File: src/rtl/uart_tx_pkg.sv
// Shared definitions for the UART transmit FIFO drain: FSM state encoding,
// frame geometry and line-level constants.
package uart_tx_pkg;

  // Frame sequencer states. PARITY is only reachable when the parity
  // feature is compiled in (UART_TX_PARITY_EN).
  typedef enum logic [2:0] {
    IDLE   = 3'd0,
    START  = 3'd1,
    DATA   = 3'd2,
    PARITY = 3'd3,
    STOP   = 3'd4
  } tx_state_e;

  // Number of payload bits carried by one UART frame.
  localparam int FRAME_DATA_BITS = 8;

  // Line levels: the serial line rests high and a frame opens with a low bit.
  localparam logic LINE_IDLE  = 1'b1;
  localparam logic LINE_START = 1'b0;

endpackage : uart_tx_pkg

File: src/rtl/uart_tx_bit_timer.sv
// Bit-period timer for the UART transmitter. On load it latches the
// effective divisor (0 is treated as 1) and restarts a down-counter;
// bit_done is high in the last cycle of every bit period.
module uart_tx_bit_timer #(
  parameter int DIV_WIDTH = 8
) (
  input  logic                 clk,
  input  logic                 rst,
  input  logic                 load,
  input  logic [DIV_WIDTH-1:0] divisor,
  output logic                 bit_done
);

  logic [DIV_WIDTH-1:0] eff_div;
  logic [DIV_WIDTH-1:0] div_q, div_d;
  logic [DIV_WIDTH-1:0] cnt_q, cnt_d;

  // Map a zero divisor onto one cycle per bit.
  always_comb begin
    eff_div = (divisor == '0) ? DIV_WIDTH'(1) : divisor;
  end

  // Next-state for the divisor latch and the remaining-cycles counter.
  // NOTE: every variable driven here gets a default first, so no path
  // leaves it unassigned and no latch is inferred.
  always_comb begin
    div_d = div_q;
    cnt_d = cnt_q;
    if (load) begin
      div_d = eff_div;
      cnt_d = eff_div - DIV_WIDTH'(1);
    end else if (cnt_q == '0) begin
      cnt_d = div_q - DIV_WIDTH'(1);
    end else begin
      cnt_d = cnt_q - DIV_WIDTH'(1);
    end
  end

  assign bit_done = (cnt_q == '0);

  // Timer registers with synchronous reset.
  // NOTE: sequential state uses non-blocking assignments so every register
  // samples its inputs from before the edge, independent of block order.
  always_ff @(posedge clk) begin
    if (rst) begin
      div_q <= DIV_WIDTH'(1);
      cnt_q <= '0;
    end else begin
      div_q <= div_d;
      cnt_q <= cnt_d;
    end
  end

endmodule : uart_tx_bit_timer

File: src/rtl/uart_tx_fifo_drain.sv
// UART transmitter draining an asynchronous byte FIFO (read-clock domain).
// Pops a byte whenever the FIFO is non-empty and the transmitter is free,
// then sends start, 8 data bits LSB-first, optional parity and stop, with
// back-to-back frames while data remains.
// Optional feature: define UART_TX_PARITY_EN to build the parity bit logic;
// without it PAR_EN/PAR_TYP are ignored and every frame is 10 bits.
module uart_tx_fifo_drain
  import uart_tx_pkg::*;
#(
  parameter int DATA_WIDTH = FRAME_DATA_BITS,
  parameter int DIV_WIDTH  = 8
) (
  input  logic                  CLK,
  input  logic                  RST,
  input  logic                  rempty,
  input  logic [DATA_WIDTH-1:0] rdata,
  output logic                  rinc,
  input  logic [DIV_WIDTH-1:0]  PRESCALE,
  input  logic                  PAR_EN,
  input  logic                  PAR_TYP,
  output logic                  TX_OUT,
  output logic                  BUSY
);

  localparam int IDX_W = (DATA_WIDTH > 1) ? $clog2(DATA_WIDTH) : 1;
  localparam logic [IDX_W-1:0] LAST_IDX = IDX_W'(DATA_WIDTH - 1);

  tx_state_e             state_q, state_d;
  logic [DATA_WIDTH-1:0] shift_q, shift_d;
  logic [IDX_W-1:0]      idx_q, idx_d;
  logic                  tx_q, tx_d;
  logic                  busy_q, busy_d;
  logic                  load;
  logic                  bit_done;

`ifdef UART_TX_PARITY_EN
  // Parity enable and the finished parity bit are captured at load, so
  // configuration changes mid-frame only affect the next byte.
  logic par_en_q, par_en_d;
  logic par_bit_q, par_bit_d;
`else
  logic unused_par_cfg;
  assign unused_par_cfg = PAR_EN ^ PAR_TYP;
`endif

  uart_tx_bit_timer #(
    .DIV_WIDTH (DIV_WIDTH)
  ) u_bit_timer (
    .clk      (CLK),
    .rst      (RST),
    .load     (load),
    .divisor  (PRESCALE),
    .bit_done (bit_done)
  );

  // Decide whether a byte is taken this cycle: from IDLE immediately, or
  // on the last stop-bit cycle so the next start bit follows with no gap.
  always_comb begin
    load = 1'b0;
    case (state_q)
      IDLE:    load = !rempty;
      STOP:    load = bit_done && !rempty;
      default: load = 1'b0;
    endcase
  end

  // The pop strobe is the load decision itself: the FIFO advances on the
  // same edge that captures rdata. Reset holds it low so no byte is lost.
  assign rinc = load && !RST;

  // Frame sequencer next-state, shift register and bit index.
  always_comb begin
    state_d = state_q;
    shift_d = shift_q;
    idx_d   = idx_q;
`ifdef UART_TX_PARITY_EN
    par_en_d  = par_en_q;
    par_bit_d = par_bit_q;
`endif
    if (load) begin
      state_d = START;
      shift_d = rdata;
      idx_d   = '0;
`ifdef UART_TX_PARITY_EN
      par_en_d  = PAR_EN;
      par_bit_d = (^rdata) ^ PAR_TYP;
`endif
    end else begin
      case (state_q)
        IDLE: state_d = IDLE;
        START: begin
          if (bit_done) state_d = DATA;
        end
        DATA: begin
          if (bit_done) begin
            shift_d = shift_q >> 1;
            if (idx_q == LAST_IDX) begin
              idx_d = '0;
`ifdef UART_TX_PARITY_EN
              state_d = par_en_q ? PARITY : STOP;
`else
              state_d = STOP;
`endif
            end else begin
              idx_d = idx_q + IDX_W'(1);
            end
          end
        end
`ifdef UART_TX_PARITY_EN
        PARITY: begin
          if (bit_done) state_d = STOP;
        end
`endif
        STOP: begin
          if (bit_done) state_d = IDLE;
        end
        default: state_d = IDLE;
      endcase
    end
  end

  // Line level and busy flag for the coming cycle, decoded from the next
  // state so both leave the block straight from flops.
  always_comb begin
    tx_d   = LINE_IDLE;
    busy_d = (state_d != IDLE);
    case (state_d)
      START:   tx_d = LINE_START;
      DATA:    tx_d = shift_d[0];
`ifdef UART_TX_PARITY_EN
      PARITY:  tx_d = par_bit_d;
`endif
      default: tx_d = LINE_IDLE;
    endcase
  end

  // State and datapath registers with synchronous reset; a reset mid-frame
  // abandons the byte in flight and returns the line to idle.
  always_ff @(posedge CLK) begin
    if (RST) begin
      state_q <= IDLE;
      shift_q <= '0;
      idx_q   <= '0;
      tx_q    <= LINE_IDLE;
      busy_q  <= 1'b0;
`ifdef UART_TX_PARITY_EN
      par_en_q  <= 1'b0;
      par_bit_q <= 1'b0;
`endif
    end else begin
      state_q <= state_d;
      shift_q <= shift_d;
      idx_q   <= idx_d;
      tx_q    <= tx_d;
      busy_q  <= busy_d;
`ifdef UART_TX_PARITY_EN
      par_en_q  <= par_en_d;
      par_bit_q <= par_bit_d;
`endif
    end
  end

  assign TX_OUT = tx_q;
  assign BUSY   = busy_q;

endmodule : uart_tx_fifo_drain

File: config.mk
export PLATFORM = sky130hd
export DESIGN_NAME = uart_tx_fifo_drain
export DESIGN_NICKNAME = d
export VERILOG_FILES = /design/src/rtl/uart_tx_pkg.sv /design/src/rtl/uart_tx_bit_timer.sv /design/src/rtl/uart_tx_fifo_drain.sv
export SDC_FILE = /design/constraint.sdc
export NUM_CORES = 1
export LEC_CHECK = 0
export CAP_MARGIN = 20
export CORE_MARGIN = 8
export CORE_UTILIZATION = 39
export CTS_BUF_LIST = sky130_fd_sc_hd__clkbuf_16
export DETAILED_ROUTE_END_ITERATION = 6
export GPL_TIMING_DRIVEN = 0
export PLACE_DENSITY = 0.57
export RECOVER_POWER = 50
export SLEW_MARGIN = 20
export SYNTH_ARGS = -nofsm -noshare
export SYNTH_HDL_FRONTEND = slang
export SYNTH_SLANG_ARGS = --single-unit
File: constraint.sdc
create_clock -name CLK -period 3.7 [get_ports CLK]
set_input_delay 1.11 -clock CLK [delete_from_list [all_inputs] [get_ports CLK]]
set_output_delay 1.11 -clock CLK [all_outputs]
set_load 0.02 [all_outputs]
Word-level counts from Yosys, hierarchy flattened
Cells that the tools add are included.

word-level totals
  register bits after elaboration = 32
  bits of input ports = 21
  output and inout bits = 3
  logic and storage cells = 46

operators by class
  add/subtract/negate cells = 4
  eq/ne operators = 6
  mux-type cells = 15
  reduce and logical (&&, ||, !) cells = 13

operator list
  cell                                                                   number
  8-bit 2-to-1 mux                                                       6
  8-bit by 1-bit subtractor with 8-bit output, second input constant     3
  3-bit 2-to-1 mux                                                       6
  8-bit zero test                                                        2
  3-bit one-hot mux with 3 select lines                                  1
  3-bit by 1-bit equality test with 1-bit output, second input constant  2
  3-bit by 2-bit equality test with 1-bit output, second input constant  2
  3-bit equality test, second input constant                             2
  1-bit one-hot mux with 2 select lines                                  2
  2-bit AND reduction                                                    2
  2-bit nonzero test                                                     2
  3-bit by 1-bit adder with 3-bit output, second input constant          1
  3-bit zero test                                                        1
  3-bit nonzero test                                                     1
  1-bit logical AND                                                      2
  1-bit zero test                                                        2
  2-bit OR reduction                                                     1

Depth between registers and ports, before layout
Gate-level depths: netlist of the first run.

  depth after elaboration = 7
  mapped depth = 10
  depth with buffers taken out = 9

Modules after synthesis
From an unflattened synthesis of the first run, not the netlist that was laid out.

second synthesis, totals
  cell total of the unflattened synthesis = 173
  area total of the unflattened synthesis = 1560.2 µm²

modules (own cells, without submodules)
  module              times used  cells an instance  area each (µm²)  sequential area each (µm²)
  uart_tx_bit_timer   1           99                 830.8            320.3
  uart_tx_fifo_drain  1           74                 729.4            320.3

Worst setup path before layout of the first run
OpenSTA, ideal clock, no wires.

  path kind = input to output
  from = in rempty
  to = out rinc
  arrival time = 2.162 ns
  data required time = 2.590 ns
  setup slack = 0.428 ns
  stages = 4
  buffers on the path = 1
  cell sequence = nor3_2 nand2_2 buf_2 nor2_1

between the ends
  longest elaborated chain between the ends = 4

RTL lines
  item                                       RTL line                                            source
  start, declared                            uart_tx_fifo_drain.sv:15                            input logic rempty,
  1-bit zero test (*)                        uart_tx_fifo_drain.sv:61, uart_tx_fifo_drain.sv:62
  1-bit logical AND                          uart_tx_fifo_drain.sv:62                            STOP: load = bit_done && !rempty;
  1-bit one-hot mux with 2 select lines (*)  uart_tx_fifo_drain.sv:60                            case (state_q)
  1-bit logical AND (*)                      uart_tx_fifo_drain.sv:69                            assign rinc = load && !RST;
  end, declared                              uart_tx_fifo_drain.sv:17                            output logic rinc,

Mark *: on every way between the ends. The rest lies on a longest branch, timed or not.

Worst setup path after layout of the first run
Same ends and word-level chain as after synthesis.

==> results by group, run 1 <==
Drt
  • Via density: 6.01
  • Antenna Nets Post-Route: 0
  • DR DRC count: 0
  • DR WL/cell: 16.9 um
  • DRT iter0 DRCs: 159
  • Via count: 1665
  • DRT Pass-1 Iters: 4
  • Total Wirelength: 4.69 mm

Yosys
  • Number of synthesized flops with an enable pin: 0
  • Synth cell types: 44
  • Flops & latches, synth: 32
  • Share of the synthesized area in the top cell type: 0.368
  • Yosys top cell by area: dfxtp_1
  • Post-synth top cells: 32 x dfxtp_1, 17 x nor2_1, 16 x a21oi_1, 15 x nand2_1, 10 x mux2i_1
  • Mapped Area: 1740 um2
  • Syn_nets: 221
  • Mapped Cells: 197
  • Most common cell in the netlist: dfxtp_1
  • Ys flop type: dfxtp_1
  • Seq/Total Area, Yosys: 0.368
  • Post-synth ARST share: 0
  • Top cells by area, synth: dfxtp_1 37%, mux2i_1 5.7%, a21oi_1 4.6%
  • Synth Warn #: 0
  • Syn Area/Cell: 8.85 um2

GRT
  • Met2 global-route usage: 0.204
  • Routing usage on met1: 0.175
  • Initial antenna violation count: 0
  • Largest net degree at the start of global routing: 19
  • First-pass GRT wire length: 7.92 mm
  • Met3 usage: 0.0488
  • GR peak layer: met2
  • Number of global-route vias before repair: 1648
  • GRT Util Overall: 0.137
  • Overflow left after global routing: 0

Critical path
  • RR Startpoint: u_bit_timer.cnt_q[0]
  • Worst path cell trace: clkdlybuf4s50_1 -> nor3_4 -> nand2_4 -> nor2_1 -> clkdlybuf4s15_2
  • Worst EP required: 2.59 ns
  • Startpoint Class: input pin
  • Crit-path max FO: 18
  • Cells on worst reg2reg path: 10
  • Critical path class: in -> out
  • CP max stage cell: clkdlybuf4s50_1
  • Largest delay share family, worst path: buffers and inverters
  • Worst setup path startpoint: rempty
  • Critical path arrival: 2.43 ns
  • Worst path max stage delay: 0.45 ns
  • CP Buf/Inv Count: 2
  • Crit. End Element: output port
  • CP Depth: 5

Floorplan
  • Ports: 24
  • Starting Density: 0.403
  • Site Rows: 24
  • Die X-Extent: 82.9 um
  • Vert. Die Dim: 82.9 um
  • Die area: 6860 um2
  • Core ar.: 4320 um2

Final layout
  • Share of cells above drive strength 1: 0.0889
  • # diodes: 0
  • Layout Nets: 248
  • Utilization after layout: 0.497
  • Area grow syn2layout: 23.3%

Power
  • Power Dens Cells: 636 nW/um2
  • VDD IR max: 0.338 mV
  • Leak: 0.822 nW

Clock tree
  • Total CTS buffers: 5
  • CTS tree: yes
  • Clock Sinks: 32
  • CTS max path bufs: 2
  • H-tree levels: 2
  • Clock transition at path regs: 0.05 ns
  • CTS root buf: clkbuf_16
  • Clk_lat worst skew: 0.28 ns

Worst hold path
  • Min-Delay Startpoint: shift_q[7]
  • Hold path cells: 2
  • Hold Crit Class: reg -> reg

Placement
  • Port bufs: 20
  • Gpl congestion: 0.983
  • Post-DP HPWL: 3.57 mm
  • Setup WS pre-CTS: -0.841 ns

STA
  • Fin. Hold Viols: 0
  • Final worst clock skew: 0.00680 ns
  • Tightest Pin Transition: 0.984 ns
  • Setup WS post-layout: 0.160 ns
  • Final setup fails: 0
  • Fmax: 0.282 GHz
  • Period minus WS final: 3.54 ns
  • Unrepaired setup endpoints after global routing: no
  • Relative slew slack: 0.338
  • Final Max Slew Viols: 0
  • Final period util: 0.957
  • Hold_ws: 0.469 ns

Run
  • Total of max-cap violations: 0

Run status
  • Status: finished, final reports clean
placed cells by master, fill, tap and decap left out, types with 6 or more instances in the layout:
| cell | synthesis | final |
|---|---|---|
| nor3_1 | 6 | 6 |
| inv_1 | 5 | 6 |
| nand2_1 | 15 | 15 |
| dfxtp_1 | 32 | 32 |
| nor2_1 | 17 | 16 |
| a211oi_1 | 7 | 7 |
| o211ai_1 | 7 | 7 |
| mux2i_1 | 10 | 10 |
| o21ai_0 | 6 | 6 |
| a21oi_1 | 16 | 16 |
| clkbuf_1 | 6 | 8 |
| clkdlybuf4s50_1 | 0 | 16 |
| or3_1 | 8 | 8 |
power breakdown:
group          switching (mW)  internal (mW)
logic                   0.294          0.207
registers              0.0701          0.407
clock network           0.146          0.244
total                   0.510          0.858
worst paths after layout:
check	slack [ns]	endpoint
max	0.16	rinc
min	0.47	shift_q[7]
max reg2reg	0.61	u_bit_timer.cnt_q[6]
min reg2reg	0.47	shift_q[7]
state kept, by name, indices dropped and copies added (netlist names):
signal,flops
BUSY,1
TX_OUT,1
idx_q,3
shift_q,8
state_q,3
u_bit_timer.cnt_q,8
u_bit_timer.div_q,8
worst register-to-register path, delay by kind of cell, from the launching register on:
| family | cells | cell delay, ns |
|---|---|---|
| AND/OR/NAND/NOR | 2 | 1.11 |
| buffers and inverters | 3 | 0.67 |
| AO/OA/AOI/OAI | 3 | 0.56 |
| flip-flops | 1 | 0.34 |
| multiplexers | 1 | 0.20 |
| adder cells (fa/ha/maj) | 1 | 0.15 |
layer usage:
metal / vias up / routed length (um)
li1: 814 / -
met1: 782 / 2190
met2: 64 / 2110
met3: 5 / 337
met4: 0 / 46
met5: - / 0
per-stage QoR:
stage / setup TNS, ns / power (mW) / area (um2) / instances
after floorplan: 0 / 0.847 / 1740 / 197
after global placement: -1.16 / 0.980 / 2010 / 269
after detailed placement: -1.09 / 0.989 / 2010 / 269
after CTS: 0 / 1.38 / 2160 / 277
after global routing: 0 / 1.45 / 2150 / 277
final: 0 / 1.37 / 2150 / 277
logic make-up after synthesis:
family / Yosys count / synth area share
and+or+nand+nor: 74 / 0.245
adders and majority gates: 3 / 0.0215
buffers and inverters: 15 / 0.0352
AOI/OAI and AO/OA: 62 / 0.267
DFF: 32 / 0.368
muxes: 11 / 0.0639
layout make-up:
cell class              instances  area, um2
fillers                       425       2180
multi-input cells             150       1040
flip-flops and latches         32        641
repair buffers                 21        209
clock buffers                   5        125
well taps                      52       65.1
plain buffers                   9       35.0
inverters                       5       18.8
clock inverters                 3       15.0
what timing repair did:
item | CTS | global route
gates resized for setup | 4 | 2
setup endpoints to repair | 1 | 4
pin swaps | 1 | 0
buffers inserted | 1 | 0
hold buffers | 0 | 0
hold endpoints to repair | 0 | 0
Note: power is estimated with default switching activity, not from simulation.
==> run 2, diff against run 1 <==
CELL_PAD_IN_SITES_DETAIL_PLACEMENT = 1   (was default)
CELL_PAD_IN_SITES_GLOBAL_PLACEMENT = 2   (was default)
CORE_UTILIZATION = 33   (was 39)
PLACE_DENSITY = 0.76   (was 0.57)
==> run 2 against run 1 <==
  * Sequential share of layout area decreased by 0.44 points
  * Critical path depth is 1 higher
  * Clock-buffer cell count unchanged
  * Cell count rose by 6.9%
  * Die area up 15%
  * Global-route usage up 1.7 points
  * Routed wire length up 20%
  * Critical path type unchanged
==> results by group, run 2 (synthesis gave the netlist of run 1 again) <==
Clock tree
  • Clock transition at path regs: 0.05 ns
  • Clock Sinks: 32
  • Hold_buf cts: 0
  • CTS root buf: clkbuf_16
  • Total CTS buffers: 5
  • CTS tree: yes
  • H-tree levels: 2
  • Clk_lat worst skew: 0.28 ns
  • CTS max path bufs: 2

Power
  • Power consumption: 1.41 mW
  • Clock power frac: 0.291
  • Seq pwr share: 0.340
  • Psw: 541 uW
  • Int Pwr: 866 uW
  • Logic pwr share: 0.369
  • Power Dens Cells: 645 nW/um2
  • Switching portion of total power: 0.385
  • Leak: 0.825 nW
  • VDD IR max: 0.288 mV

Worst hold path
  • Min-Delay Startpoint: shift_q[7]
  • Worst Hold End: shift_q[7]
  • Hold Crit Class: reg -> reg
  • Hold path cells: 2

Critical path
  • Crit-path max FO: 10
  • Worst path max stage delay: 0.45 ns
  • Startpoint Class: input pin
  • Register-to-register setup slack: 0.58 ns
  • CP max stage cell: clkdlybuf4s50_1
  • CP Buf/Inv Count: 3
  • Critical path class: in -> out
  • Crit. End Element: output port
  • Cells on worst reg2reg path: 10
  • Largest delay share family, worst path: buffers and inverters
  • Critical path arrival: 2.51 ns
  • RR Startpoint: u_bit_timer.cnt_q[0]
  • Worst EP required: 2.59 ns
  • Worst setup path startpoint: rempty
  • RR Endpoint: u_bit_timer.cnt_q[4]
  • Worst path cell trace: clkdlybuf4s50_1 -> nor3_4 -> nand2_4 -> buf_4 -> nor2_1 -> buf_2

Drt
  • Via density: 5.72
  • Total Wirelength: 5.64 mm
  • Antenna Nets Post-Route: 0
  • Via count: 1692
  • DRT iter0 DRCs: 129
  • DRT Pass-1 Iters: 4
  • DR DRC count: 0
  • DR WL/cell: 19.0 um

Final layout
  • # diodes: 0
  • Biggest registers after layout: shift_q: 8 flops, u_bit_timer.cnt_q: 8 flops, u_bit_timer.div_q: 8 flops
  • Commonest non-fill, non-tap cells in the layout: 32 x dfxtp_1, 17 x clkdlybuf4s50_1, 16 x nor2_1, 16 x a21oi_1, 15 x nand2_1
  • Share of cells above drive strength 1: 0.102
  • Area grow syn2layout: 25.1%
  • Finished Layout Cells: 296
  • Fillers: 600
  • Most common cell after layout, fill and taps aside: dfxtp_1
  • Utilization after layout: 0.427
  • Layout Nets: 249

STA
  • Period minus WS final: 3.62 ns
  • Final Max Slew Viols: 0
  • Tightest Pin Transition: 0.971 ns
  • Hold_ws: 0.471 ns
  • Final setup fails: 0
  • Fin. Hold Viols: 0
  • Final period util: 0.979
  • Fmax: 0.276 GHz
  • Final worst clock skew: 0.00726 ns
  • Setup WS post-layout: 0.0776 ns
  • Unrepaired setup endpoints after global routing: no
  • Relative slew slack: 0.347

Floorplan
  • Site Rows: 26
  • Die X-Extent: 88.7 um
  • Ports: 24
  • Vert. Die Dim: 88.7 um
  • Die area: 7860 um2
  • Starting Density: 0.341
  • Core ar.: 5110 um2

Run
  • Total of max-cap violations: 0

GRT
  • Largest net degree at the start of global routing: 13
  • Number of global-route vias before repair: 1788
  • Overflow left after global routing: 0
  • Initial antenna violation count: 0
  • GRT Util Overall: 0.154
  • First-pass GRT wire length: 9.15 mm

Placement
  • Port bufs: 20
  • Placed Cells: 287
  • Post-DP HPWL: 4.36 mm
  • Gpl congestion: 0.905
  • Setup WS pre-CTS: -0.975 ns

Run status
  • Status: finished, final reports clean
==> run 2: worst reg2reg max path: cells and delay by family, from the launching register on <==
kind,cells,cell delay (ns)
and+or+nand+nor,2,1.11
AOI/OAI and AO/OA,3,0.56
DFF,1,0.34
buffers and inverters,3,0.67
adders and majority gates,1,0.14
muxes,1,0.23
==> run 2: metrics by stage <==
stage	setup TNS [ns]	cell area, um2
5_1_grt	0	2180
3_3_place_gp	-1.14	2030
2_1_floorplan	0	1740
4_1_cts	0	2200
3_5_place_dp	-1.28	2030
6_report	0	2180
==> run 2: worst max path at each step <==
stage | end | cells past startpoint
global route | rinc | 6
global placement | rinc | 6
detailed placement | rinc | 6
CTS | rinc | 6
finish | rinc | 6
floorplan | rinc | 4
==> run 2: metal layers <==
metal  share of wire  GRT usage  routed length [um]
met1            0.45      0.184                2530
met2            0.49      0.257                2760
met3           0.040     0.0362                 227
met4           0.020     0.0584                 110
met5               0          0                   0
==> run 2: power groups by stage <==
stage | registers (mW) | clock network (mW) | logic, mW
after detailed placement | 0.489 | 0 | 0.522
after global routing | 0.486 | 0.434 | 0.571
after floorplan | 0.474 | 0 | 0.373
after global placement | 0.483 | 0 | 0.503
final | 0.478 | 0.410 | 0.519
after CTS | 0.483 | 0.418 | 0.530
==> run 2: layout make-up <==
type / instances / area [um2] / share of cell area
multi-input cells: 150 / 1040 / 0.477
flip-flops and latches: 32 / 641 / 0.294
repair buffers: 21 / 203 / 0.0929
clock buffers: 5 / 125 / 0.0574
well taps: 70 / 87.6 / 0.0402
plain buffers: 10 / 42.5 / 0.0195
clock inverters: 3 / 23.8 / 0.0109
inverters: 5 / 18.8 / 0.00861
==> run 2: repair_timing <==
item,CTS,global route
buffers inserted,1,0
pin swaps,1,0
endpoints found under the setup margin,1,2
gates resized for setup,7,1
